<file path="config.mk">
export PLATFORM = sky130hd
export DESIGN_NAME = controlador_ascensores
export DESIGN_NICKNAME = d
export VERILOG_FILES = /design/src/rtl/asc_pkg.sv /design/src/rtl/fsm_ascensor.sv /design/src/rtl/controlador_ascensores.sv
export SDC_FILE = /design/constraint.sdc
export NUM_CORES = 1
export LEC_CHECK = 0
export CELL_PAD_IN_SITES_DETAIL_PLACEMENT = 1
export CELL_PAD_IN_SITES_GLOBAL_PLACEMENT = 1
export CORE_ASPECT_RATIO = 0.5
export CORE_UTILIZATION = 40
export CTS_BUF_LIST = sky130_fd_sc_hd__clkbuf_8
export CTS_CLUSTER_DIAMETER = 100
export DETAILED_ROUTE_END_ITERATION = 8
export PLACE_DENSITY_LB_ADDON = 0.1
export SYNTH_ARGS = -nofsm -noshare
export SYNTH_HDL_FRONTEND = slang
export SYNTH_SLANG_ARGS = --single-unit
</file>
<file path="constraint.sdc">
create_clock -name clk -period 19.75 [get_ports clk]
set_clock_uncertainty 0.1 [all_clocks]
set_input_delay 4.9375 -clock clk [delete_from_list [all_inputs] [get_ports clk]]
set_output_delay 4.9375 -clock clk [all_outputs]
set_load 0.01 [all_outputs]
</file>
<file path="src/rtl/asc_pkg.sv">
// Shared types and helpers for the two-car elevator dispatcher.
package asc_pkg;

  localparam int unsigned N_PISOS = 4;

  // Car motion encodings as reported by the car motion blocks.
  localparam logic [1:0] DIR_PARADO = 2'b00;
  localparam logic [1:0] DIR_SUBE   = 2'b01;
  localparam logic [1:0] DIR_BAJA   = 2'b10;

  typedef enum logic [1:0] {
    LIBRE      = 2'b00,
    ASIGNADO   = 2'b01,
    ATENDIENDO = 2'b10
  } estado_asc_t;

  // Nearest candidate floor to piso; returns {valid, floor}.
  // Ascending scan with strict '<' makes ties go to the lower floor.
  function automatic logic [2:0] piso_cercano(input logic [1:0]         piso,
                                              input logic [N_PISOS-1:0] cand);
    logic       hay;
    logic [1:0] mejor;
    logic [2:0] mejor_dist;
    logic [2:0] p;
    logic [2:0] f3;
    logic [2:0] d;
    hay        = 1'b0;
    mejor      = 2'd0;
    mejor_dist = 3'd7;
    p          = {1'b0, piso};
    for (int f = 0; f < N_PISOS; f++) begin
      f3 = 3'(f);
      d  = (p > f3) ? (p - f3) : (f3 - p);
      if (cand[f] && (!hay || d < mejor_dist)) begin
        hay        = 1'b1;
        mejor      = 2'(f);
        mejor_dist = d;
      end
    end
    return {hay, mejor};
  endfunction

endpackage

</file>
<file path="src/rtl/fsm_ascensor.sv">
// Per-car dispatch FSM: assignment, arrival, door phase and arrival timeout.
module fsm_ascensor
  import asc_pkg::*;
#(
  parameter int unsigned              ANCHO_CONT = 26,
  parameter logic [ANCHO_CONT-1:0]    ESPERA_MAX = 26'd50_000_000
) (
  input  logic        clk,
  input  logic        rst_n,
  input  logic        grant,
  input  logic [1:0]  piso_elegido,
  input  logic [1:0]  piso,
  input  logic        puertas_abiertas,
  output estado_asc_t estado,
  output logic [1:0]  objetivo,
  output logic        limpiar,
  output logic [1:0]  destino
);

  localparam logic [ANCHO_CONT-1:0] LIMITE = ANCHO_CONT'(ESPERA_MAX - 1);

  estado_asc_t            estado_q, estado_d;
  logic [ANCHO_CONT-1:0]  cont_q, cont_d;
  logic [1:0]             objetivo_q, objetivo_d;
  logic [1:0]             destino_q, destino_d;

  // State, counter, target and destination registers.
  always_ff @(posedge clk or negedge rst_n) begin
    if (!rst_n) begin
      estado_q   <= LIBRE;
      cont_q     <= '0;
      objetivo_q <= 2'b00;
      destino_q  <= 2'b00;
    end else begin
      estado_q   <= estado_d;
      cont_q     <= cont_d;
      objetivo_q <= objetivo_d;
      destino_q  <= destino_d;
    end
  end

  // Next-state logic; arrival takes priority over timeout in the same cycle.
  always_comb begin
    estado_d   = estado_q;
    cont_d     = cont_q;
    objetivo_d = objetivo_q;
    destino_d  = destino_q;
    limpiar    = 1'b0;
    unique case (estado_q)
      LIBRE: begin
        if (grant) begin
          estado_d   = ASIGNADO;
          objetivo_d = piso_elegido;
          destino_d  = piso_elegido;
          cont_d     = '0;
        end
      end
      ASIGNADO: begin
        if (piso == objetivo_q && puertas_abiertas) begin
          estado_d = ATENDIENDO;
          limpiar  = 1'b1;
        end else if (cont_q == LIMITE) begin
          // Pending bit is left set so the floor is offered again.
          estado_d = LIBRE;
        end else if (cont_q != '1) begin
          cont_d = cont_q + 1'b1;
        end
      end
      ATENDIENDO: begin
        if (!puertas_abiertas) estado_d = LIBRE;
      end
      default: estado_d = LIBRE;
    endcase
  end

  assign estado   = estado_q;
  assign objetivo = objetivo_q;
  assign destino  = destino_q;

endmodule

</file>
<file path="src/rtl/controlador_ascensores.sv">
// Two-car dispatcher: latches hall calls and assigns each to the nearest free car.
module controlador_ascensores
  import asc_pkg::*;
#(
  parameter int unsigned           ANCHO_CONT = 26,
  parameter logic [ANCHO_CONT-1:0] ESPERA_MAX = 26'd50_000_000
) (
  input  logic               clk,
  input  logic               rst_n,
  input  logic [N_PISOS-1:0] llamada,
  input  logic [1:0]         piso_asc_1,
  input  logic [1:0]         direccion_asc_1,
  input  logic               puertas_abiertas_asc_1,
  input  logic [1:0]         piso_asc_2,
  input  logic [1:0]         direccion_asc_2,
  input  logic               puertas_abiertas_asc_2,
  output logic [1:0]         destino_asc_1,
  output logic [1:0]         destino_asc_2,
  output logic [N_PISOS-1:0] pendientes,
  output logic               ocupado_asc_1,
  output logic               ocupado_asc_2
);

  estado_asc_t        estado_1, estado_2;
  logic [1:0]         objetivo_1, objetivo_2;
  logic               limpiar_1, limpiar_2;
  logic [N_PISOS-1:0] pend_q, pend_d;
  logic [N_PISOS-1:0] cand, cand_2;
  logic [2:0]         sel_1, sel_2;
  logic               grant_1, grant_2;

  // Direction is informational only.
  logic unused_dir;
  assign unused_dir = ^{direccion_asc_1, direccion_asc_2};

  // Pending calls: absorb calls at a car already open on that floor; clear wins over set.
  always_comb begin
    pend_d = pend_q;
    for (int i = 0; i < N_PISOS; i++) begin
      if (llamada[i] &&
          !((piso_asc_1 == 2'(i) && puertas_abiertas_asc_1) ||
            (piso_asc_2 == 2'(i) && puertas_abiertas_asc_2))) begin
        pend_d[i] = 1'b1;
      end
      if ((limpiar_1 && objetivo_1 == 2'(i)) || (limpiar_2 && objetivo_2 == 2'(i))) begin
        pend_d[i] = 1'b0;
      end
    end
  end

  // Pending-call register.
  always_ff @(posedge clk or negedge rst_n) begin
    if (!rst_n) pend_q <= '0;
    else        pend_q <= pend_d;
  end

  // Candidate masking and arbitration; car 1 chooses before car 2.
  always_comb begin
    cand = pend_q;
    for (int i = 0; i < N_PISOS; i++) begin
      if ((estado_1 != LIBRE && objetivo_1 == 2'(i)) ||
          (estado_2 != LIBRE && objetivo_2 == 2'(i))) begin
        cand[i] = 1'b0;
      end
    end
    sel_1   = piso_cercano(piso_asc_1, cand);
    grant_1 = (estado_1 == LIBRE) && sel_1[2];
    cand_2  = cand;
    if (grant_1) cand_2[sel_1[1:0]] = 1'b0;
    sel_2   = piso_cercano(piso_asc_2, cand_2);
    grant_2 = (estado_2 == LIBRE) && sel_2[2];
  end

  fsm_ascensor #(
    .ANCHO_CONT (ANCHO_CONT),
    .ESPERA_MAX (ESPERA_MAX)
  ) u_asc_1 (
    .clk              (clk),
    .rst_n            (rst_n),
    .grant            (grant_1),
    .piso_elegido     (sel_1[1:0]),
    .piso             (piso_asc_1),
    .puertas_abiertas (puertas_abiertas_asc_1),
    .estado           (estado_1),
    .objetivo         (objetivo_1),
    .limpiar          (limpiar_1),
    .destino          (destino_asc_1)
  );

  fsm_ascensor #(
    .ANCHO_CONT (ANCHO_CONT),
    .ESPERA_MAX (ESPERA_MAX)
  ) u_asc_2 (
    .clk              (clk),
    .rst_n            (rst_n),
    .grant            (grant_2),
    .piso_elegido     (sel_2[1:0]),
    .piso             (piso_asc_2),
    .puertas_abiertas (puertas_abiertas_asc_2),
    .estado           (estado_2),
    .objetivo         (objetivo_2),
    .limpiar          (limpiar_2),
    .destino          (destino_asc_2)
  );

  assign pendientes    = pend_q;
  assign ocupado_asc_1 = (estado_1 != LIBRE);
  assign ocupado_asc_2 = (estado_2 != LIBRE);

endmodule

</file>
Yosys cells after proc, flatten, opt, wreduce, memory -nomap -nowiden
Index checks and enable logic that the tools add are counted.
- mux-type cells: 65
- eq/ne operators: 34
- reductions and logical operators: 87
- $lt $le $gt $ge: 14
- bitwise operators: 2
- add/sub/neg operators: 14
- multipliers: 0
- shifts and indexed selects: 0
- divide/modulo/power cells: 0
- operators by type and width (operator ; count):
    $mux 26 ; 8
    $pmux 26 s2 ; 2
    $add 26x1->26 const B ; 2
    $eq 26x26->1 const B ; 2
    $ne 26x26->1 const B ; 2
    $logic_and 1x1->1 ; 39
    $mux 3 ; 12
    $mux 1 ; 27
    $mux 2 ; 12
    $eq 2x2->1 const B ; 10
    $logic_or 1x1->1 ; 18
    $lt 3x3->1 ; 6
    $ne 2x2->1 const B ; 8
    $reduce_bool 2->1 ; 8
    $eq 2x1->1 const B ; 6
    $logic_not 2->1 ; 6
    $pmux 2 s3 ; 2
    $sub 1x2->3 const A ; 4
    $sub 2x2->3 const A ; 4
    $logic_not 1->1 ; 10
    $reduce_and 5->1 ; 2
    $gt 2x1->1 const B ; 4
    $ne 3x1->1 const B ; 2
    $reduce_and 3->1 ; 2
    12 further kinds ; 18
- RAM bits: 0
- latch bits: 0
- flip-flop bits (word level): 64
- logic and storage cells: 226
- ROM bits: 0
- input port bits: 16
- output and inout port bits: 10
- memories kept: 0

Depth between registers and ports, before layout
- word-level depth: 40
- gate-level depth with buffers: 38
- mapped depth without buffers: 37

Cells and area by module
From an unflattened synthesis, not the netlist that was laid out.
- cells, all modules: 599
- area total of the unflattened synthesis: 5099.9 um2
- by module, submodules not included (module ; instances ; cells each ; sequential area each (um2) ; area an instance (um2)):
    fsm_ascensor (u_asc_1) ; 1 ; 231 ; 750.7 ; 1986.9
    fsm_ascensor (u_asc_2) ; 1 ; 223 ; 750.7 ; 1974.4
    controlador_ascensores ; 1 ; 145 ; 100.1 ; 1138.6

Worst setup path before layout
OpenSTA, ideal clock, no wires.
- path type: input-to-reg
- from: in piso_asc_1[1]
- to: reg u_asc_2.objetivo_q[0] (netlist: u_asc_2.objetivo[0])
- required time: 19.507 ns
- cell stages on the path: 37
- library setup time: 0.143 ns
- arrival: 11.894 ns
- path slack: 7.613 ns
- path buffers: 0
- cells stage by stage: inv_1 -> ha_1 -> and2_1 -> ha_1 -> o311ai_1 -> a211oi_1 -> nor2_1 -> mux2i_1 -> ha_1 -> a211oi_1 -> o31ai_2 -> o221ai_1 -> a21oi_1 -> a31oi_1 -> ha_1 -> a21oi_1 -> nor3_1 -> a211oi_1 -> o31a_1 -> ha_1 -> a31oi_1 -> o21ai_0 -> o311ai_0 -> and3_1 -> mux2i_1 -> ha_1 -> or3_1 -> a221oi_2 -> nor3_1 -> nand2b_4 -> mux2_4 -> ha_1 -> nor4b_1 -> a31oi_1 -> a211o_1 -> o21ai_1 -> o221ai_1
- word-level cells in the longest chain between the ends: 37
- elaborated cells on any way between the ends: 65
- those cells by class: add/sub (6); order compare (11); mux (25); bitwise (2); reduce/logical (21)
- RTL lines (what ; line ; text):
    from (decl) ; controlador_ascensores.sv:11 ; input logic [1:0] piso_asc_1,
    $sub 1x2->3 / $gt 2x1->1 (equally long branches) ; asc_pkg.sv:33 ; d = (p > f3) ? (p - f3) : (f3 - p);
    $mux 3 ; asc_pkg.sv:33 ;
    $mux 3 ; asc_pkg.sv:34 ; if (cand[f] && (!hay || d < mejor_dist)) begin
    $lt 3x3->1 ; asc_pkg.sv:34 ;
    $logic_or 1x1->1 ; asc_pkg.sv:34 ;
    $logic_and 1x1->1 ; asc_pkg.sv:34 ;
    $mux 3 / $mux 1 (equally long branches) ; asc_pkg.sv:34 ;
    $lt 3x3->1 / $logic_not 1->1 (equally long branches) ; asc_pkg.sv:34 ;
    [... 21 more ...] ; n/a ;
    $logic_and 1x1->1 ; asc_pkg.sv:34 ;
    $mux 3 / $mux 1 (equally long branches) ; asc_pkg.sv:34 ;
    $lt 3x3->1 / $logic_not 1->1 (equally long branches) ; asc_pkg.sv:34 ;
    $logic_or 1x1->1 ; asc_pkg.sv:34 ;
    $logic_and 1x1->1 ; asc_pkg.sv:34 ;
    $mux 1 ; asc_pkg.sv:34 ;
    $logic_and 1x1->1 ; controlador_ascensores.sv:71 ; grant_2 = (estado_2 == LIBRE) && sel_2[2];
    $reduce_and 2->1 (no source line) ; n/a ;
    to (signal assigned) ; fsm_ascensor.sv:37 ; objetivo_q <= objetivo_d;
    to (decl) ; fsm_ascensor.sv:24 ; logic [1:0] objetivo_q, objetivo_d;
Mark *: on every way between the ends. The rest lies on a longest branch, timed or not.
A chain may end at the register's enable or synchronous reset.

Final worst setup path
Ends and elaborated chain as after synthesis.

==> out/results.tsv <==
metric	value	unit
outcome	finished, final reports clean	
power	0.000730	W
vias	3697	
clkLatencyLatePin	0.36	ns
multiInputGateArea	2680	um^2
max_stage_delay	0.69	ns
io_buffers	21	
grt_pass1_vias	3742	
cp.arrival	14.10	ns
synthFlopType	dfrtp_1	
n_antenna_cell	0	
ys_ff_latch	64	
numCtsBuffers	9	
clk_pin_slew	0.07	ns
track_usage	22.0	%
root_buffer	clkbuf_8	
power.ir.vdd_worst	0.0775	mV
place_congestion	0.803	
yosysTopAreaCellShare	36.3	%
rrSetupSlack	10.28	ns
post_cts_resized	0	
cts_max_level	3	
power_density	149	nW/um^2
die_height	76.3	um
yosysWarnings	0	
required	19.87	ns
syn-mean-instance-area	9.05	um^2
cpMaxStageDelayCell	clkdlybuf4s50_1	
fillers	1230	
grt_max_degree	65	
synthCells	488	
hold_class	reg -> reg	
seqCellArea	1600	um^2
finalCritPeriodShare	70.8	%
final_cells	650	
grt_overflow	0	
clock_path_buffers	2	
die_x	151	um
antenna_found_initial	0	
synthTopCellsByArea	dfrtp_1, ha_1, xnor2_1	
critPathKind	in -> reg	
io_pins	26	
placed_cells	634	
syn-num-nets	524	
routed_wl	11.5	mm
vias_per_cell	5.69	
rsz0062_at_grt	no	
die_area	11500	um^2
maxSlewViolCount	0	
critPathLaunchType	input port	
endpoint_kind	register	
drtIter0Drc	155	
finalNetCount	541	
maxClockFrequency	0.0715	GHz
ant_nets	0	
crit_fanout	8	
ctsHoldBuffers	0	
synthDistinctLibCells	73	
grt_pass1_wl	19.6	mm
cp_common_cell	ha_1	
synthesis.area	4420	um^2
wl_per_cell	17.6	um
tritoncts	built	
core_region_area	10500	um^2
dp_hpwl	8.38	mm
worst_pin_slew	1.15	ns
maxSlewHeadroom	23.4	%
cts.sinks	64	
layout-drive-gt1-share	10.4	%
start_util	42.2	%
drc	0	
dr.pass1.iters	4	
period_minus_slack	13.98	ns
p_leak	1.92	nW
setup_violations	0	
num_rows	26	
seq_area_frac_synth	36.3	%
hold_viol_final	0	
post_cts_buffers	0	
drv_cap	0	
setup_tns	0	ns
synthArstFlopShare	100	%
synth_edf_count	0	
area_delta_synth_final	11.0	%
yosysTopAreaCell	dfrtp_1	
==> stage by stage <==
step                      worst slack, ns  hold WS [ns]  cell area [um^2]  utilization, %
final                                5.77         0.430              4900            46.8
after global routing                 4.91         0.456              4900            46.8
after CTS                            5.82         0.433              4900            46.8
after detailed placement             5.47         0.417              4740            45.2
after global placement               5.52         0.395              4740            45.2
after floorplan                      7.61         0.368              4420               -
==> cell usage in the layout, fill, tap and decap left out, types with 19 or more instances in the layout <==
| cell | synthesis | final |
|---|---|---|
| dfrtp_1 | 64 | 64 |
| nor2_1 | 51 | 51 |
| nand2_1 | 38 | 38 |
| xnor2_1 | 26 | 26 |
| a21oi_1 | 25 | 25 |
| nand3_1 | 25 | 25 |
| inv_1 | 18 | 21 |
| ha_1 | 20 | 20 |
| clkdlybuf4s50_1 | 0 | 20 |
| nor3_1 | 19 | 19 |
==> report_power, final <==
part,internal (W),switching [W]
combinational,0.000168,0.000286
sequential,0.000149,0.0000284
clock,0.0000471,0.0000518
==> path summary, 6_finish.rpt <==
check	cells past startpoint	to	startpoint
setup / recovery	38	u_asc_2.objetivo[0]	piso_asc_1[1]
hold / removal	2	u_asc_2.cont_q[1]	u_asc_2.cont_q[1]
setup reg to reg	37	u_asc_2.objetivo[0]	u_asc_2.objetivo[1]
hold reg to reg	2	u_asc_2.cont_q[1]	u_asc_2.cont_q[1]
max in group asynchronous	2	u_asc_2.cont_q[6]	rst_n
min in group asynchronous	2	u_asc_1.cont_q[9]	rst_n
==> worst max-delay path: cells and delay by family <==
kind | cells | cell delay (ns)
buffers and inverters | 2 | 0.85
adders and majority gates | 7 | 1.81
AOI/OAI and AO/OA | 18 | 4.06
muxes | 3 | 0.62
and+or+nand+nor | 8 | 1.82
==> synth_stat cells (all sizes together) (9+ instances only) <==
master / instances
nor2: 55
dfrtp: 64
ha: 20
inv: 19
or3: 13
nand2: 39
xnor2: 26
nand3: 25
and2: 9
o21ai: 22
nor3: 20
a21oi: 26
nand4: 18
xor2: 15
==> final cells by class <==
cell class / instances / share of cell area [%]
clock inverters: 6 / 0.587
multi-input cells: 389 / 54.6
clock buffers: 10 / 2.81
well taps: 140 / 3.57
repair buffers: 22 / 4.34
inverters: 19 / 1.45
flip-flops and latches: 64 / 32.7
==> flip-flops by register name, summed over array words and instances, names as in the netlist <==
name	flops
u_asc_1.cont_q	26
u_asc_2.cont_q	26
pendientes	4
u_asc_1.estado	2
u_asc_1.objetivo	2
u_asc_2.estado	2
u_asc_2.objetivo	2
==> logic make-up after synthesis <==
logic type,synth area share [%]
adders and majority gates,5.67
xor gates and xnor gates,8.13
AOI/OAI and AO/OA,18.4
buffers and inverters,3.40
and+or+nand+nor,26.9
DFF,36.3
muxes,1.25
==> layer usage <==
layer  vias to the layer above  share of wire [%]  wire (um)  track usage [%]
li1                       1814                  -          -                -
met1                      1845                 51       5790             29.9
met2                        32                 46       5320             35.5
met3                         6                2.1        237             5.03
met4                         0               0.85         97             4.80
met5                         -                  0          0                0
(Power assumes the default switching activity.)
